## src/rtl/lenet_bram_pkg.sv

```systemverilog
`default_nettype none
// ============================================================================
// Module   : lenet_bram_pkg
// Purpose  : Shared constants and types for the LeNet-5 BRAM stream reader.
//            BRAM word size, default widths and the reader FSM state type.
// Revision : 1.0  initial release
// ============================================================================
package lenet_bram_pkg;

  localparam int BRAM_WORD_BYTES = 4;

  localparam int DEF_ADDR_W     = 32;
  localparam int DEF_DATA_W     = 32;
  localparam int DEF_LEN_W      = 16;
  localparam int DEF_FIFO_DEPTH = 4;

  // Reader FSM, explicit 2-bit encoding.
  typedef enum logic [1:0] {
    IDLE  = 2'd0,
    RUN   = 2'd1,
    DRAIN = 2'd2,
    FIN   = 2'd3
  } state_e;

endpackage : lenet_bram_pkg
`default_nettype wire

```

## src/rtl/sync_fifo.sv

```systemverilog
`default_nettype none
// ============================================================================
// Module   : sync_fifo
// Purpose  : Single-clock FIFO with a first-word-fall-through head and an
//            occupancy count. DEPTH must be a power of two, >= 2.
// Ports    : clk, rst (async, active-high)
//            i_wr_en / i_wr_data  : push
//            i_rd_en              : pop (ignored when empty)
//            o_rd_data            : current head, 0 while empty
//            o_empty, o_count     : status
// Revision : 1.0  initial release
// ============================================================================
module sync_fifo
  import lenet_bram_pkg::*;
#(
  parameter int DEPTH = DEF_FIFO_DEPTH,
  parameter int WIDTH = DEF_DATA_W
) (
  input  logic                     clk,
  input  logic                     rst,
  input  logic                     i_wr_en,
  input  logic [WIDTH-1:0]         i_wr_data,
  input  logic                     i_rd_en,
  output logic [WIDTH-1:0]         o_rd_data,
  output logic                     o_empty,
  output logic [$clog2(DEPTH):0]   o_count
);

  localparam int PTR_W = $clog2(DEPTH);
  localparam int CNT_W = PTR_W + 1;

  logic [WIDTH-1:0] r_mem [DEPTH];
  logic [PTR_W-1:0] r_wr_ptr;
  logic [PTR_W-1:0] r_rd_ptr;
  logic [CNT_W-1:0] r_count;

  logic w_full;
  logic w_push;
  logic w_pop;

  assign w_full  = (r_count == CNT_W'(DEPTH));
  assign o_empty = (r_count == '0);
  assign w_pop   = i_rd_en && !o_empty;
  // A push into a full FIFO is only legal when the head leaves in the same cycle.
  assign w_push  = i_wr_en && (!w_full || w_pop);

  always_ff @(posedge clk) begin
    if (w_push) begin
      r_mem[r_wr_ptr] <= i_wr_data;
    end
  end

  always_ff @(posedge clk or posedge rst) begin
    if (rst) begin
      r_wr_ptr <= '0;
      r_rd_ptr <= '0;
      r_count  <= '0;
    end else begin
      if (w_push) begin
        r_wr_ptr <= r_wr_ptr + PTR_W'(1);
      end
      if (w_pop) begin
        r_rd_ptr <= r_rd_ptr + PTR_W'(1);
      end
      case ({w_push, w_pop})
        2'b10:   r_count <= r_count + CNT_W'(1);
        2'b01:   r_count <= r_count - CNT_W'(1);
        default: r_count <= r_count;
      endcase
    end
  end

  // Head is forced to 0 when empty so stale storage never reaches the stream.
  assign o_rd_data = o_empty ? '0 : r_mem[r_rd_ptr];
  assign o_count   = r_count;

endmodule : sync_fifo
`default_nettype wire

```

## src/rtl/bram_stream_reader.sv

```systemverilog
`default_nettype none
// ============================================================================
// Module   : bram_stream_reader
// Purpose  : Reads a run of 32-bit words from a byte-addressed BRAM (1-cycle
//            registered read) and presents them as a valid/ready stream.
//            A read is issued only when the in-flight word plus the buffered
//            words leave room in the output FIFO, so stalls never lose data.
// Ports    : clk, rst (async, active-high)
//            i_start, i_base_addr, i_num_words : transfer request
//            o_busy, o_done                    : status
//            o_bram_en/wen/addr/din, i_bram_dout : BRAM read port
//            o_m_data, o_m_valid, i_m_ready, o_m_last : output stream
// Options  : BRAM_READER_2D_EN adds i_row_words / i_row_pitch for strided
//            row-by-row windows; row_words == 0 behaves linearly.
// Revision : 1.0  initial release
// ============================================================================
module bram_stream_reader
  import lenet_bram_pkg::*;
#(
  parameter int ADDR_W     = DEF_ADDR_W,
  parameter int DATA_W     = DEF_DATA_W,
  parameter int LEN_W      = DEF_LEN_W,
  parameter int FIFO_DEPTH = DEF_FIFO_DEPTH
) (
  input  logic              clk,
  input  logic              rst,
  input  logic              i_start,
  input  logic [ADDR_W-1:0] i_base_addr,
  input  logic [LEN_W-1:0]  i_num_words,
`ifdef BRAM_READER_2D_EN
  input  logic [LEN_W-1:0]  i_row_words,
  input  logic [ADDR_W-1:0] i_row_pitch,
`endif
  output logic              o_busy,
  output logic              o_done,
  output logic              o_bram_en,
  output logic [3:0]        o_bram_wen,
  output logic [ADDR_W-1:0] o_bram_addr,
  output logic [DATA_W-1:0] o_bram_din,
  input  logic [DATA_W-1:0] i_bram_dout,
  output logic [DATA_W-1:0] o_m_data,
  output logic              o_m_valid,
  input  logic              i_m_ready,
  output logic              o_m_last
);

  localparam int CNT_W = $clog2(FIFO_DEPTH) + 1;
  localparam int SUM_W = CNT_W + 1;

  state_e            r_state;
  logic [ADDR_W-1:0] r_addr;
  logic [LEN_W-1:0]  r_len;
  logic [LEN_W-1:0]  r_issued;
  logic [LEN_W-1:0]  r_popped;
  logic              r_outstanding;

  logic [CNT_W-1:0]  w_count;
  logic              w_empty;
  logic              w_credit_ok;
  logic              w_issue;
  logic              w_pop;
  logic              w_last_word;
  logic [ADDR_W-1:0] w_next_addr;
  logic [ADDR_W-1:0] w_base_aligned;

  assign w_base_aligned = i_base_addr & ~ADDR_W'(BRAM_WORD_BYTES - 1);

  // Credit: the read in flight (at most one) will land next cycle, so it
  // counts against FIFO space together with what is already buffered.
  assign w_credit_ok = ({1'b0, w_count} + SUM_W'(r_outstanding)) < SUM_W'(FIFO_DEPTH);
  assign w_issue     = (r_state == RUN) && w_credit_ok;
  assign w_pop       = !w_empty && i_m_ready;
  assign w_last_word = (r_popped == (r_len - LEN_W'(1)));

`ifdef BRAM_READER_2D_EN
  logic [LEN_W-1:0]  r_row_words;
  logic [LEN_W-1:0]  r_row_cnt;
  logic [ADDR_W-1:0] r_row_pitch;
  logic [ADDR_W-1:0] r_row_start;
  logic              w_row_end;

  assign w_row_end   = (r_row_words != '0) && (r_row_cnt == (r_row_words - LEN_W'(1)));
  assign w_next_addr = w_row_end ? (r_row_start + r_row_pitch)
                                 : (r_addr + ADDR_W'(BRAM_WORD_BYTES));

  always_ff @(posedge clk or posedge rst) begin
    if (rst) begin
      r_row_words <= '0;
      r_row_cnt   <= '0;
      r_row_pitch <= '0;
      r_row_start <= '0;
    end else if ((r_state == IDLE) && i_start) begin
      r_row_words <= i_row_words;
      r_row_cnt   <= '0;
      r_row_pitch <= i_row_pitch;
      r_row_start <= w_base_aligned;
    end else if (w_issue) begin
      if (w_row_end) begin
        r_row_cnt   <= '0;
        r_row_start <= w_next_addr;
      end else begin
        r_row_cnt   <= r_row_cnt + LEN_W'(1);
      end
    end
  end
`else
  assign w_next_addr = r_addr + ADDR_W'(BRAM_WORD_BYTES);
`endif

  always_ff @(posedge clk or posedge rst) begin
    if (rst) begin
      r_state       <= IDLE;
      r_addr        <= '0;
      r_len         <= '0;
      r_issued      <= '0;
      r_popped      <= '0;
      r_outstanding <= 1'b0;
    end else begin
      // Every issued read is captured exactly one cycle later.
      r_outstanding <= w_issue;
      case (r_state)
        IDLE: begin
          if (i_start) begin
            r_addr   <= w_base_aligned;
            r_len    <= i_num_words;
            r_issued <= '0;
            r_popped <= '0;
            r_state  <= (i_num_words != '0) ? RUN : FIN;
          end
        end
        RUN: begin
          if (w_issue) begin
            r_addr   <= w_next_addr;
            r_issued <= r_issued + LEN_W'(1);
            if (r_issued == (r_len - LEN_W'(1))) begin
              r_state <= DRAIN;
            end
          end
          if (w_pop) begin
            r_popped <= r_popped + LEN_W'(1);
          end
        end
        DRAIN: begin
          if (w_pop) begin
            r_popped <= r_popped + LEN_W'(1);
            if (w_last_word) begin
              r_state <= FIN;
            end
          end
        end
        FIN: begin
          r_state <= IDLE;
        end
        default: begin
          r_state <= IDLE;
        end
      endcase
    end
  end

  sync_fifo #(
    .DEPTH (FIFO_DEPTH),
    .WIDTH (DATA_W)
  ) u_fifo (
    .clk       (clk),
    .rst       (rst),
    .i_wr_en   (r_outstanding),
    .i_wr_data (i_bram_dout),
    .i_rd_en   (w_pop),
    .o_rd_data (o_m_data),
    .o_empty   (w_empty),
    .o_count   (w_count)
  );

  assign o_busy      = (r_state == RUN) || (r_state == DRAIN);
  assign o_done      = (r_state == FIN);
  assign o_bram_en   = w_issue;
  assign o_bram_wen  = 4'b0000;
  assign o_bram_addr = r_addr;
  assign o_bram_din  = '0;
  assign o_m_valid   = !w_empty;
  assign o_m_last    = !w_empty && w_last_word;

endmodule : bram_stream_reader
`default_nettype wire

```

## config.mk

```make
export PLATFORM = sky130hd
export DESIGN_NAME = bram_stream_reader
export DESIGN_NICKNAME = d
export VERILOG_FILES = /design/src/rtl/lenet_bram_pkg.sv /design/src/rtl/sync_fifo.sv /design/src/rtl/bram_stream_reader.sv
export SDC_FILE = /design/constraint.sdc
export NUM_CORES = 1
export LEC_CHECK = 0
export BUFFER_PORTS_ARGS = -buffer_cell sky130_fd_sc_hd__buf_2
export CAP_MARGIN = 20
export CORE_MARGIN = 8
export CORE_UTILIZATION = 45
export CTS_CLUSTER_SIZE = 24
export DETAILED_ROUTE_END_ITERATION = 8
export GPL_TIMING_DRIVEN = 0
export PLACE_DENSITY = 0.66
export REMOVE_ABC_BUFFERS = 1
export SKIP_CTS_REPAIR_TIMING = 1
export SYNTH_ARGS = -nofsm -noshare
export SYNTH_HDL_FRONTEND = slang
export SYNTH_SLANG_ARGS = --single-unit
```

## constraint.sdc

```tcl
create_clock -name clk -period 4.6 [get_ports clk]
set_clock_uncertainty 0.05 [all_clocks]
set_input_delay 0.23 -clock clk [delete_from_list [all_inputs] [get_ports clk]]
set_output_delay 0.23 -clock clk [all_outputs]
set_load 0.02 [all_outputs]
```

==> results by group, run 1 <==
Timing
  – Fin. max-slew vios: 0
  – Post-route worst setup slack: roughly 390 ps
  – Hold slack: -45.5 ps
  – FMAX: 0.237 GHz
  – Relative slew slack: 0.357
  – Min cycle time layout: about 4200 ps
  – Worst slew pin tran: between 900 and 1000 ps
  – Final setup vio count: 0
  – Tcrit/Tclk final: 0.916
  – Fin. Hold Viols: 10
  – RSZ-0062 raised after global routing: no

Synth
  – Synth Instances: 868
  – Syn Area/Cell: about 12 um2
  – Post-synthesis register bit count: 216
  – Synth warn: 0
  – Seq/Total Area, Yosys: 0.566
  – Post-synth ARST share: 0.407
  – Synthesized area: 0.0107 mm2
  – Ys flop type: edfxtp_1
  – Cell variety after synth: between 60 and 70
  – Post-synth EDFFs: 128

Pwr
  – Peak supply drop: about 0.36 mV
  – Power per cell area: 650 mW/mm2
  – P_leak: 5.20 nW
  – Final Total Pwr: 8.54 mW

Floorplan
  – Die width: roughly 170 um
  – Starting Density: 0.456
  – Cell Rows: 56
  – Chip height: between 150 and 200 um
  – Die area: ~0.029 mm2
  – I/O pins: between 150 and 200
  – Core area: 0.0234 mm2

Worst hold path
  – Hold crit path type: primary input to register
  – Cell depth of the worst min-delay path: 3

Worst setup path
  – Most used cell, CP: a2111o_1
  – Critical path's top delay family: simple AND/OR/NAND/NOR gates
  – CP arrival: approximately 3900 ps
  – Crit-path cells: inv_1 -> ha_1 -> nor3b_4 -> nand4_1 -> xnor2_1 -> a2111o_1 -> a2111o_1 -> nor4b_1 -> buf_2
  – Crit. End Element: output port
  – Reg2Reg Depth: 10
  – Slowest CP cell: nor3b_4
  – Critical path depth in cells: 9
  – Setup crit start kind: register
  – WP data required: 4320 ps
  – Crit Path Class: register to output port
  – CP Max Fanout: 16
  – Largest stage delay, worst path: between 500 and 600 ps
  – Worst Path Buf+Inv: 2

Clocking
  – H-tree Lvls: 1
  – CTS tree: built
  – Sink Count: 216
  – CTS Buffer Depth: 3
  – Root Buffer: clkbuf_16
  – Cts bufs inserted: 24
  – Worst skew pair latency: between 500 and 600 ps
  – Reg clk slew, reported paths: 60 ps

Finish
  – Multi-input logic area: 0.00423 mm2
  – Total area of sequential cells: 0.00605 mm2
  – # fillers: 1944
  – Synth-to-layout area growth: 23.1%
  – Share of post-route cells with drive strength above 1: 0.247
  – Final #Nets: around 1200
  – Antenna fix cells: 0

Placed design
  – Port Buffers: ~150
  – Pre-CTS setup slack: 759 ps
  – Gpl congestion: just under 0.9
  – Dpl hpwl: around 16000 um

Flow run
  – Max cap viols: 0

Global routing
  – Largest net degree at the start of global routing: 55
  – Total Routing Usage GR: 0.159
  – Vias in the first global route: around 7100
  – Initial antenna violation count: 0
  – Global-route wire length before repair: 37300 um
  – Total congestion overflow: 0

Outcome
  – Failing checks: negative hold slack
  – Outcome: finished, violations left

Route
  – Total Routed Length: roughly 25000 um
  – Vias: 7412
  – First-pass DRT Iterations: 5
  – Initial drt markers: about 470
  – DR DRC count: 0
  – Post-DRT Antenna Nets: 0
  – Drt wl/cell: 17.4 um
  – Via/cell ratio: between 5 and 6
cell type report:
class                   count  share of cell area
repair buffers            220               0.117
clock buffers              27              0.0473
flip-flops and latches    216               0.460
inverters                  23             0.00676
well taps                 319              0.0304
multi-input cells         586               0.322
clock inverters            16              0.0160
cells in the mapped netlist (3+ instances only):
library cell | count | area (um2)
nor2_1 | 50 | 188
xnor2_1 | 29 | 254
o21ai_0 | 33 | 165
or4_1 | 4 | 30.0
mux2i_1 | 18 | 180
and3_1 | 15 | 93.8
a31oi_1 | 3 | 18.8
nand3b_1 | 3 | 22.5
nand2_1 | 56 | 210
nand4_1 | 14 | 87.6
nand2b_1 | 5 | 31.3
a21oi_1 | 51 | 255
nand3_1 | 40 | 200
mux2_2 | 18 | 203
edfxtp_1 | 128 | 3840
clkbuf_1 | 29 | 109
dfrtp_1 | 88 | 2200
buf_1 | 7 | 26.3
ha_1 | 13 | 163
nor2b_1 | 3 | 18.8
mux4_2 | 32 | 721
buf_6 | 4 | 45.0
or2_2 | 5 | 31.3
buf_4 | 39 | 293
nor3_1 | 12 | 60.1
and4_1 | 3 | 26.3
inv_1 | 23 | 86.3
or3_1 | 5 | 31.3
o22ai_1 | 23 | 144
nor4_1 | 7 | 43.8
xor2_1 | 28 | 245
and2_1 | 39 | 244
logic make-up after synthesis:
| kind of cell | Yosys count | share of synthesized area |
|---|---|---|
| other | 1 | 0.000351 |
| muxes | 69 | 0.105 |
| DFF | 216 | 0.566 |
| adders and majority gates | 14 | 0.0171 |
| buffers and inverters | 103 | 0.0528 |
| AOI/OAI and AO/OA | 138 | 0.0791 |
| and+or+nand+nor | 270 | 0.133 |
| xor gates and xnor gates | 57 | 0.0467 |
cell usage in the layout (no fill, tap or decap), types with 22 or more instances in the layout:
cell type	netlist	routed
buf_2	1	148
edfxtp_1	128	128
dfrtp_1	88	86
dlygate4sd3_1	0	66
nand2_1	56	56
a21oi_1	51	51
nor2_1	50	49
nand3_1	40	40
conb_1	1	38
and2_1	39	35
o21ai_0	33	33
mux4_2	32	32
xnor2_1	29	29
xor2_1	28	28
clkbuf_16	0	24
o22ai_1	23	23
inv_1	23	22
sequential cells by signal, summed over array words and instances (netlist names):
register	count
u_fifo.o_count	3
o_bram_addr	30
r_issued	16
u_fifo.r_mem	128
r_len	16
u_fifo.r_wr_ptr	2
r_popped	16
r_state	2
u_fifo.r_rd_ptr	2
r_outstanding	1
metrics by stage:
stage / TNS (ps) / instances / instance area (um2) / util
floorplan: -842 / 825 / 10300 / -
global placement: -52170 / 1292 / 11500 / 0.491
detailed placement: 0 / 1298 / 11600 / 0.498
CTS: 0 / 1341 / 12500 / 0.533
global route: 0 / 1407 / 13100 / 0.562
finish: 0 / 1407 / 13100 / 0.562
worst paths after layout:
path                       slack (ps)            endpoint       startpoint
max                               390            o_m_last         r_len[0]
min                               -50     o_bram_addr[26]  i_base_addr[26]
max reg2reg                      1070          r_state[1]         r_len[0]
min reg2reg                       490           r_len[15]        r_len[15]
max in group asynchronous        3630  u_fifo.r_rd_ptr[1]              rst
min in group asynchronous         240        r_issued[11]              rst
routing by layer:
metal,share of wire,global-route usage
met5,0,0
met4,0.014,0.0336
met3,0.058,0.0304
met2,0.50,0.276
met1,0.42,0.204
power by group:
part	switching, mW	leakage (nW)	total (mW)	internal, mW
combinational	2.00	2.56	3.51	1.51
sequential	0.551	2.24	3.07	2.52
clock	0.806	0.403	1.97	1.16
total	3.36	5.20	8.54	5.19
worst min-delay path, delay by kind of cell:
kind	cells	cell delay [ps]
buf+inv	1	70
compound gates	2	180
(Power assumes the default switching activity.)
==> inputs of run 2 (changes only) <==
- CORE_MARGIN: 8 -> 1.5
- CORE_UTILIZATION: 45 -> 55
- PLACE_DENSITY: 0.66 -> 0.79
==> results by group, run 2 (synthesis results as in run 1) <==
Placed design
  – Port Buffers: 148
  – Placed Cells incl. Taps: between 1000 and 1500
  – Gpl congestion: between 0.9 and 1
  – Dpl hpwl: roughly 15000 um

Route
  – Total Routed Length: approximately 23000 um
  – Via/cell ratio: ~5.6
  – DR DRC count: 0
  – First-pass DRT Iterations: 7
  – Post-DRT Antenna Nets: 0
  – Initial drt markers: roughly 470
  – Drt wl/cell: between 15 and 20 um
  – Vias: 7515

Global routing
  – Initial antenna violation count: 0
  – Vias in the first global route: between 6000 and 7000
  – Global-route wire length before repair: between 30000 and 40000 um
  – Largest net degree at the start of global routing: 63
  – Total Routing Usage GR: 0.220
  – Total congestion overflow: 0

Clocking
  – Root Buffer: clkbuf_16
  – CTS Buffer Depth: 3
  – Reg clk slew, reported paths: 60 ps
  – Sink Count: 216
  – Worst skew pair latency: ~500 ps
  – H-tree Lvls: 1
  – CTS tree: built
  – Cts bufs inserted: 23

Timing
  – Min cycle time layout: around 4400 ps
  – Fin. Hold Viols: 14
  – FMAX: around 0.23 GHz
  – Relative slew slack: 0.329
  – Worst slew pin tran: around 1000 ps
  – Final setup vio count: 0
  – Fin. max-slew vios: 0
  – Hold slack: -24.0 ps
  – Tcrit/Tclk final: 0.948
  – RSZ-0062 raised after global routing: no

Pwr
  – Final Total Pwr: about 8.5 mW
  – Peak supply drop: 0.373 mV
  – Power per cell area: 658 mW/mm2
  – P_leak: ~5 nW

Worst setup path
  – Crit-path cells: inv_1 -> ha_1 -> nor3b_2 -> nand4_1 -> xnor2_1 -> a2111o_1 -> a2111o_1 -> nor4b_1 -> buf_2
  – Largest stage delay, worst path: 830 ps
  – CP Max Fanout: 16
  – Critical path's top delay family: simple AND/OR/NAND/NOR gates
  – Worst Path Buf+Inv: 2
  – CP arrival: approximately 4000 ps
  – Crit Path Class: register to output port
  – Crit. End Element: output port
  – Slowest CP cell: nor3b_2
  – WP data required: roughly 4300 ps
  – Most used cell, CP: a2111o_1
  – Setup crit start kind: register

Finish
  – Antenna fix cells: 0
  – Post-Layout Cell Count: about 1300
  – Final #Nets: 1156
  – Most common cell after layout, fill and taps aside: buf_2
  – Max reg flops: 128
  – Share of post-route cells with drive strength above 1: 0.245
  – Fin util: 0.682
  – Most frequent cells in the layout: buf_2 (148), edfxtp_1 (128), dfrtp_1 (86)
  – Register name with the most flops: u_fifo.r_mem
  – Synth-to-layout area growth: 20.6%

Outcome
  – Failing checks: negative hold slack
  – Outcome: finished, violations left

Floorplan
  – Die width: approximately 140 um
  – Core area: roughly 0.019 mm2
  – Cell Rows: 50
  – Die area: approximately 0.020 mm2
  – Starting Density: 0.565
  – Chip height: approximately 140 um
  – I/O pins: roughly 190

Flow run
  – Max cap viols: 0

Worst hold path
  – Hold crit path type: primary input to register
## run 2: cell types whose count changed in the layout (fill, tap and decap cells not counted), sizes merged
cell and change:
clkinv -1, bufinv +1, buf -1, clkinvlp -2, inv -3, dlygate4sd3 -11, clkbuf +3
## run 2: where the power goes
part	total (mW)	internal, mW	switching (mW)	leakage, nW
clock	1.93	1.18	0.748	0.388
sequential	3.08	2.52	0.567	2.24
combinational	3.46	1.49	1.97	2.50
total	8.47	5.19	3.29	5.12
## run 2: path summary, 6_finish.rpt
path / slack, ps / cells past startpoint / endpoint / start
setup / recovery: 240 / 9 / o_m_last / r_len[0]
hold / removal: -20 / 3 / o_bram_addr[27] / i_base_addr[27]
setup reg to reg: 750 / 10 / r_state[1] / r_len[0]
hold reg to reg: 500 / 1 / u_fifo.o_count[2] / u_fifo.o_count[2]
max in group asynchronous: 3630 / 4 / u_fifo.r_rd_ptr[1] / rst
min in group asynchronous: 240 / 3 / r_len[1] / rst
## run 2: routing by layer
layer,GRT usage,vias to the layer above,wire (um)
met5,0,-,0
met4,0.0760,0,757
met3,0.0283,60,1150
met2,0.368,279,11400
met1,0.299,3674,9870
li1,-,3502,-
## run 2: tightest hold or removal path: cells and delay by family
kind	cells	cell delay, ps
AO/OA/AOI/OAI	2	180
buffers and inverters	1	80
## run 2: area by class of cell
type | instances | area, um2
flip-flops and latches | 216 | 6050
fillers | 1376 | 6010
multi-input cells | 586 | 4220
repair buffers | 208 | 1410
clock buffers | 30 | 622
well taps | 260 | 325
clock inverters | 11 | 170
inverters | 23 | 88.8
## run 2: metrics by stage
| step | TNS [ps] | worst slack (ps) | instance area (um2) | hold WS (ps) |
|---|---|---|---|---|
| after detailed placement | 0 | 828 | 11500 | 193 |
| after global placement | -46310 | -1960 | 11400 | 395 |
| after CTS | 0 | 260 | 12300 | -341 |
| after floorplan | -842 | -196 | 10300 | 279 |
| after global routing | 0 | 17.6 | 12900 | 1.22 |
| final | 0 | 241 | 12900 | -24.0 |
